$ cat config.mk
export PLATFORM = sky130hd
export DESIGN_NAME = axi_wr_slave_engine
export DESIGN_NICKNAME = d
export VERILOG_FILES = /design/src/rtl/axi_wr_slave_engine_pkg.sv /design/src/rtl/axi_wr_slave_engine_sync_fifo.sv /design/src/rtl/axi_wr_slave_engine.sv
export SDC_FILE = /design/constraint.sdc
export NUM_CORES = 1
export LEC_CHECK = 0
export ABC_AREA = 1
export BUFFER_PORTS_ARGS = -buffer_cell sky130_fd_sc_hd__buf_2
export CORE_ASPECT_RATIO = 0.9
export CORE_MARGIN = 2
export CORE_UTILIZATION = 35
export CTS_BUF_LIST = sky130_fd_sc_hd__clkbuf_16
export DETAILED_ROUTE_END_ITERATION = 8
export MAX_ROUTING_LAYER = met4
export PLACE_DENSITY = 0.57
export SLEW_MARGIN = 30
export SYNTH_ARGS = -nofsm -noshare
export SYNTH_HDL_FRONTEND = slang
export SYNTH_HIERARCHICAL = 1
export SYNTH_SLANG_ARGS = --single-unit
$ cat constraint.sdc
create_clock -name clk -period 4.8 [get_ports clk]
set_clock_uncertainty 0.2 [all_clocks]
set_input_delay 0.48 -clock clk [delete_from_list [all_inputs] [get_ports clk]]
set_output_delay 0.48 -clock clk [all_outputs]
set_load 0.02 [all_outputs]
$ cat src/rtl/axi_wr_slave_engine_pkg.sv
// Shared types and default widths for the AXI write-channel slave engine.
package axi_wr_slave_engine_pkg;

    localparam int PID_WIDTH     = 4;
    localparam int PADDR_WIDTH   = 32;
    localparam int PLENGTH_WIDTH = 8;
    localparam int PSIZE_WIDTH   = 3;
    localparam int PDATA_WIDTH   = 4;

    localparam logic [1:0] BURST_INCR = 2'b01;

    typedef enum logic [1:0] {
        RESP_OKAY   = 2'b00,
        RESP_SLVERR = 2'b10
    } resp_t;

    typedef enum logic [1:0] {
        IDLE = 2'b00,
        DATA = 2'b01,
        RESP = 2'b10
    } wr_state_t;

    typedef struct packed {
        logic [PID_WIDTH-1:0]     id;
        logic [PADDR_WIDTH-1:0]   addr;
        logic [PLENGTH_WIDTH-1:0] len;
        logic [PSIZE_WIDTH-1:0]   size;
        logic [1:0]               burst;
    } aw_entry_t;

    typedef struct packed {
        logic [PID_WIDTH-1:0] id;
        resp_t                resp;
    } b_entry_t;

endpackage

$ cat src/rtl/axi_wr_slave_engine_sync_fifo.sv
// Synchronous show-ahead FIFO; push while full is accepted when a pop happens the same cycle.
module axi_wr_slave_engine_sync_fifo #(
    parameter int WIDTH = 8,
    parameter int DEPTH = 4
) (
    input  logic             clk,
    input  logic             rst,
    input  logic             push,
    input  logic [WIDTH-1:0] wdata,
    input  logic             pop,
    output logic [WIDTH-1:0] rdata,
    output logic             full,
    output logic             empty
);

    localparam int PTR_W = $clog2(DEPTH);
    localparam logic [PTR_W:0] PTR_ONE = {{PTR_W{1'b0}}, 1'b1};

    logic [WIDTH-1:0] mem_r [DEPTH];
    logic [PTR_W:0]   wr_ptr_r;
    logic [PTR_W:0]   rd_ptr_r;
    logic             do_push_s;
    logic             do_pop_s;

    // Extra pointer MSB distinguishes full from empty when the indices match.
    assign empty     = (wr_ptr_r == rd_ptr_r);
    assign full      = (wr_ptr_r[PTR_W] != rd_ptr_r[PTR_W]) &&
                       (wr_ptr_r[PTR_W-1:0] == rd_ptr_r[PTR_W-1:0]);
    assign do_pop_s  = pop && !empty;
    assign do_push_s = push && (!full || do_pop_s);
    assign rdata     = mem_r[rd_ptr_r[PTR_W-1:0]];

    // Read/write pointer update.
    always_ff @(posedge clk) begin
        if (rst) begin
            wr_ptr_r <= '0;
            rd_ptr_r <= '0;
        end else begin
            if (do_push_s) begin
                wr_ptr_r <= wr_ptr_r + PTR_ONE;
            end
            if (do_pop_s) begin
                rd_ptr_r <= rd_ptr_r + PTR_ONE;
            end
        end
    end

    // Entry storage.
    always_ff @(posedge clk) begin
        if (do_push_s) begin
            mem_r[wr_ptr_r[PTR_W-1:0]] <= wdata;
        end
    end

endmodule

$ cat src/rtl/axi_wr_slave_engine.sv
// AXI write slave: AW queue -> per-burst beat streaming to a memory sink -> in-order B queue.
// Optional burst protocol checking is compiled in with AXI_WR_ERR_CHK_EN.
module axi_wr_slave_engine
    import axi_wr_slave_engine_pkg::*;
#(
    parameter int ID_W        = PID_WIDTH,
    parameter int ADDR_W      = PADDR_WIDTH,
    parameter int LEN_W       = PLENGTH_WIDTH,
    parameter int SIZE_W      = PSIZE_WIDTH,
    parameter int DATA_BYTES  = PDATA_WIDTH,
    parameter int OUTSTANDING = 4,
    parameter int B_DEPTH     = 2
) (
    input  logic                    clk,
    input  logic                    rst,
    input  logic [ID_W-1:0]         awid,
    input  logic [ADDR_W-1:0]       awaddr,
    input  logic [LEN_W-1:0]        awlen,
    input  logic [SIZE_W-1:0]       awsize,
    input  logic [1:0]              awburst,
    input  logic                    awvalid,
    output logic                    awready,
    input  logic [ID_W-1:0]         wid,
    input  logic [DATA_BYTES*8-1:0] wdata,
    input  logic [DATA_BYTES-1:0]   wstrb,
    input  logic                    wlast,
    input  logic                    wvalid,
    output logic                    wready,
    output logic [ID_W-1:0]         bid,
    output logic [1:0]              bresp,
    output logic                    bvalid,
    input  logic                    bready,
    output logic                    mem_valid,
    output logic [ADDR_W-1:0]       mem_addr,
    output logic [DATA_BYTES*8-1:0] mem_wdata,
    output logic [DATA_BYTES-1:0]   mem_wstrb,
    input  logic                    mem_ready
);

    localparam logic [LEN_W:0] BEAT_ONE = {{LEN_W{1'b0}}, 1'b1};
    localparam logic [LEN_W:0] BEAT_MAX = {(LEN_W+1){1'b1}};

    wr_state_t         state_r;
    wr_state_t         state_nxt_s;
    logic [ID_W-1:0]   id_r;
    logic [ADDR_W-1:0] addr_r;
    logic [LEN_W-1:0]  len_r;
    logic [SIZE_W-1:0] size_r;
    logic [1:0]        burst_r;
    logic [LEN_W:0]    beat_cnt_r;

    aw_entry_t aw_in_s;
    aw_entry_t aw_head_s;
    logic      aw_push_s;
    logic      aw_pop_s;
    logic      aw_full_s;
    logic      aw_empty_s;

    b_entry_t  b_in_s;
    b_entry_t  b_head_s;
    logic      b_push_s;
    logic      b_pop_s;
    logic      b_full_s;
    logic      b_empty_s;

    logic      in_data_s;
    logic      beat_fire_s;
    resp_t     resp_s;

    assign aw_in_s   = '{id: awid, addr: awaddr, len: awlen, size: awsize, burst: awburst};
    assign awready   = !rst && !aw_full_s;
    assign aw_push_s = awvalid && awready;

    axi_wr_slave_engine_sync_fifo #(
        .WIDTH ($bits(aw_entry_t)),
        .DEPTH (OUTSTANDING)
    ) u_aw_fifo (
        .clk   (clk),
        .rst   (rst),
        .push  (aw_push_s),
        .wdata (aw_in_s),
        .pop   (aw_pop_s),
        .rdata (aw_head_s),
        .full  (aw_full_s),
        .empty (aw_empty_s)
    );

    // W is a zero-latency passthrough to the sink while a burst is active.
    assign in_data_s   = (state_r == DATA);
    assign beat_fire_s = in_data_s && wvalid && mem_ready;
    assign wready      = !rst && in_data_s && mem_ready;
    assign mem_valid   = !rst && in_data_s && wvalid;
    assign mem_addr    = addr_r;
    assign mem_wdata   = wdata;
    assign mem_wstrb   = wstrb;

    // Next-state and queue handshake decode.
    always_comb begin
        state_nxt_s = state_r;
        aw_pop_s    = 1'b0;
        b_push_s    = 1'b0;
        case (state_r)
            IDLE: begin
                if (!aw_empty_s) begin
                    aw_pop_s    = 1'b1;
                    state_nxt_s = DATA;
                end else begin
                    state_nxt_s = IDLE;
                end
            end
            DATA: begin
                if (beat_fire_s && wlast) begin
                    state_nxt_s = RESP;
                end else begin
                    state_nxt_s = DATA;
                end
            end
            RESP: begin
                if (!b_full_s) begin
                    b_push_s    = 1'b1;
                    state_nxt_s = IDLE;
                end else begin
                    state_nxt_s = RESP;
                end
            end
            default: begin
                state_nxt_s = IDLE;
            end
        endcase
    end

    // State register.
    always_ff @(posedge clk) begin
        if (rst) begin
            state_r <= IDLE;
        end else begin
            state_r <= state_nxt_s;
        end
    end

    // Burst context: loaded from the AW head, address/beat count advance per accepted beat.
    always_ff @(posedge clk) begin
        if (rst) begin
            id_r       <= '0;
            addr_r     <= '0;
            len_r      <= '0;
            size_r     <= '0;
            burst_r    <= 2'b00;
            beat_cnt_r <= '0;
        end else if (aw_pop_s) begin
            id_r       <= aw_head_s.id;
            addr_r     <= aw_head_s.addr;
            len_r      <= aw_head_s.len;
            size_r     <= aw_head_s.size;
            burst_r    <= aw_head_s.burst;
            beat_cnt_r <= '0;
        end else if (beat_fire_s) begin
            addr_r <= addr_r + (ADDR_W'(1) << size_r);
            if (beat_cnt_r != BEAT_MAX) begin
                beat_cnt_r <= beat_cnt_r + BEAT_ONE;
            end
        end
    end

`ifdef AXI_WR_ERR_CHK_EN
    logic beat_err_s;
    logic err_r;

    // A beat is erroneous on early/late wlast, ID mismatch or an unsupported burst shape.
    always_comb begin
        beat_err_s = 1'b0;
        if (beat_fire_s) begin
            beat_err_s = (wlast && (beat_cnt_r != {1'b0, len_r})) ||
                         (!wlast && (beat_cnt_r == {1'b0, len_r})) ||
                         (wid != id_r) ||
                         (burst_r != BURST_INCR) ||
                         (size_r > SIZE_W'($clog2(DATA_BYTES)));
        end else begin
            beat_err_s = 1'b0;
        end
    end

    // Sticky burst error, cleared when the next burst is loaded.
    always_ff @(posedge clk) begin
        if (rst) begin
            err_r <= 1'b0;
        end else if (aw_pop_s) begin
            err_r <= 1'b0;
        end else if (beat_err_s) begin
            err_r <= 1'b1;
        end
    end

    assign resp_s = err_r ? RESP_SLVERR : RESP_OKAY;
`else
    logic unused_s;

    assign resp_s   = RESP_OKAY;
    assign unused_s = ^{wid, len_r, burst_r, beat_cnt_r};
`endif

    assign b_in_s  = '{id: id_r, resp: resp_s};
    assign bvalid  = !rst && !b_empty_s;
    assign b_pop_s = bvalid && bready;
    assign bid     = b_head_s.id;
    assign bresp   = b_head_s.resp;

    axi_wr_slave_engine_sync_fifo #(
        .WIDTH ($bits(b_entry_t)),
        .DEPTH (B_DEPTH)
    ) u_b_fifo (
        .clk   (clk),
        .rst   (rst),
        .push  (b_push_s),
        .wdata (b_in_s),
        .pop   (b_pop_s),
        .rdata (b_head_s),
        .full  (b_full_s),
        .empty (b_empty_s)
    );

endmodule
==> results.md <==
- Chip Width: 185 um
- RSZ-0062 raised after global routing: false
- Clock root buffer: clkbuf_16
- Syn avg cell area: between 9 and 10 um2
- Remaining antenna violation count: 0
- Largest net degree at the start of global routing: 79
- Max-slew violation total from the final report: 0
- Critical path's slowest cell: nor2_4
- Clock Tree Buf Depth: 3
- Crit path capture type: flip-flop
- Commonest cells after routing, fill and taps aside: edfxtp_1 (168), nand2_1 (159), nor2_1 (118)
- CTS tree: built
- Max incr delay on CP: 0.75 ns
- Grt total ovfl: 0
- Leak pwr: 0.00451 uW
- Ports: around 170
- Worst setup SP type: flip-flop
- GP Congestion: 0.877
- Rel. slew slack: 0.403
- Iter 0 DRT Violations: 607
- Most common cell after layout, fill and taps aside: edfxtp_1
- Fillers: 2,894
- Mapped Cells: approximately 1,000
- Post-CTS resize count: 0
- Comb power frac: 0.208
- Classification of the worst setup path: flip-flop to flip-flop
- Port Buffers: 87
- Final Critical Period: 3.12 ns
- Pwr Density: 423 nW/um2
- First drt pass iteration count: 5
- Die area: 30,800 um2
- Worst Path Max Fanout: 25
- Reg power frac: 0.455
- Core Box Area: 28,900 um2
- Register area: 6130 um2
- Starting Density: 0.356
- Switching Share: 0.312
- Crit path cell chain: inv_1, nand2_1, nand2_1, nand2_1, nor2_1, nor3b_1, nand2_2, nor2_4, buf_4
- Clk Latency, worst-skew pair: about 0.53 ns
- Via Count: 7,409
- Outcome: finished, final reports clean
- H-Tree Depth: 1
- Yosys warnings: 6
- Final setup viols: 0
- Worst path most repeated cell: nand2_1
- Delay-heaviest family, CP: simple AND/OR/NAND/NOR gates
- Nets: about 1,200
- Clock power share: 0.337
- WHS: 0.0495 ns
- Tot GR Track Use: 0.165
- MaxCap Viol Count: 0
- Bufs and invs on worst path: 2
- Net switching power: 1580 uW
- Core Rows: 59
- Maximum vdd drop: 0.246 mV
- Cts bufs inserted: 24
- Vias in the first global route: 6,936
- Setup TNS: 0 ns
- Final period utilization: 0.649
- DRC Markers: 0
- Internal power: 3490 uW
- Share of cells above drive strength 1: 0.168
- WL/cell: 16.2 um
- WL final: 25.0 mm
- Hpwl dp: 16.1 mm
- Worst endpoint required time: 4.83 ns
- Die Span Y: 167 um
- Worst min path class: primary input to flip-flop
- Synth Cell Area: ~10,000 um2
- Clock transition at path regs: ~0.060 ns
- Multi-input logic area: between 3000 and 4000 um2
- Routed vias/inst: slightly below 5
- Syn-to-layout area delta: 16.4%
- CTS sink cnt: ~220
- Worst-Margin Slew: 0.894 ns
- Count of final hold-check violations: 0
- Critical path arrival: 3.15 ns
- Fmax: 0.321 GHz
- Initial antenna violation count: 4
- Global-route wire length before repair: 38.6 mm
[flip-flops by register name, summed over array words and instances (netlist names), named ones only]
register and cells:
u_aw_fifo/mem_r 156, mem_addr 32, u_b_fifo/mem_r 12, id_r 4, size_r 3, u_aw_fifo/rd_ptr_r 3, u_aw_fifo/wr_ptr_r 3, state_r 2
u_b_fifo/rd_ptr_r 2, u_b_fifo/wr_ptr_r 2
[layout make-up]
| cell class | count | share of cell area |
|---|---|---|
| antenna | 3 | 0.000627 |
| inverter | 85 | 0.0267 |
| sequential | 222 | 0.511 |
| timing repair buffer | 138 | 0.0765 |
| clock buffer | 24 | 0.0501 |
| clock inverter | 16 | 0.0107 |
| multi-input combinational | 656 | 0.283 |
| tap | 396 | 0.0414 |
[tightest hold or removal path, stage by stage]
cell	delay, ns
buf_2	0.11
nand2_1	0.08
a21oi_1	0.06
[layer usage]
layer,GRT usage,up-vias,share of wire
met4,0.0373,0,0.020
met1,0.237,3447,0.48
met5,-,-,0
li1,-,3724,-
met2,0.243,192,0.44
met3,0.0271,46,0.066
[power groups by stage]
stage	logic, uW	registers, uW	clock network, uW
finish	1060	2310	1710
detailed placement	1030	2350	0
CTS	1060	2310	1750
global route	1180	2330	1830
global placement	1020	2350	0
floorplan	704	2380	0
[stage by stage]
stage | utilization | std cells | setup WS (ns) | total power, uW | area [um2]
6_report | 0.414 | 1540 | 1.68 | 5070 | 12000
5_1_grt | 0.414 | 1540 | 1.43 | 5340 | 12000
3_5_place_dp | 0.375 | 1458 | 1.69 | 3390 | 10900
3_3_place_gp | 0.375 | 1458 | 1.74 | 3380 | 10900
2_1_floorplan | - | 1048 | 0.845 | 3090 | 10300
4_1_cts | 0.414 | 1537 | 1.69 | 5130 | 12000
[path summary, 6_finish.rpt]
check / startpoint / to / slack [ns] / depth (start not counted)
worst max register to register: u_aw_fifo/wr_ptr_r[1] / u_aw_fifo/mem_r[1][18] / 1.68 / 9
worst min register to register: id_r[2] / u_b_fifo/mem_r[0][4] / 0.28 / 0
worst min-delay path: wlast / state_r[1] / 0.05 / 3
worst max-delay path: u_aw_fifo/wr_ptr_r[1] / u_aw_fifo/mem_r[1][18] / 1.68 / 9
[repair_timing]
item / CTS / global route
hold buffers: 39 / 0
hold endpoints to repair: 153 / 0
setup buffers: 0 / 0
Power figures use the tool's default switching activity.
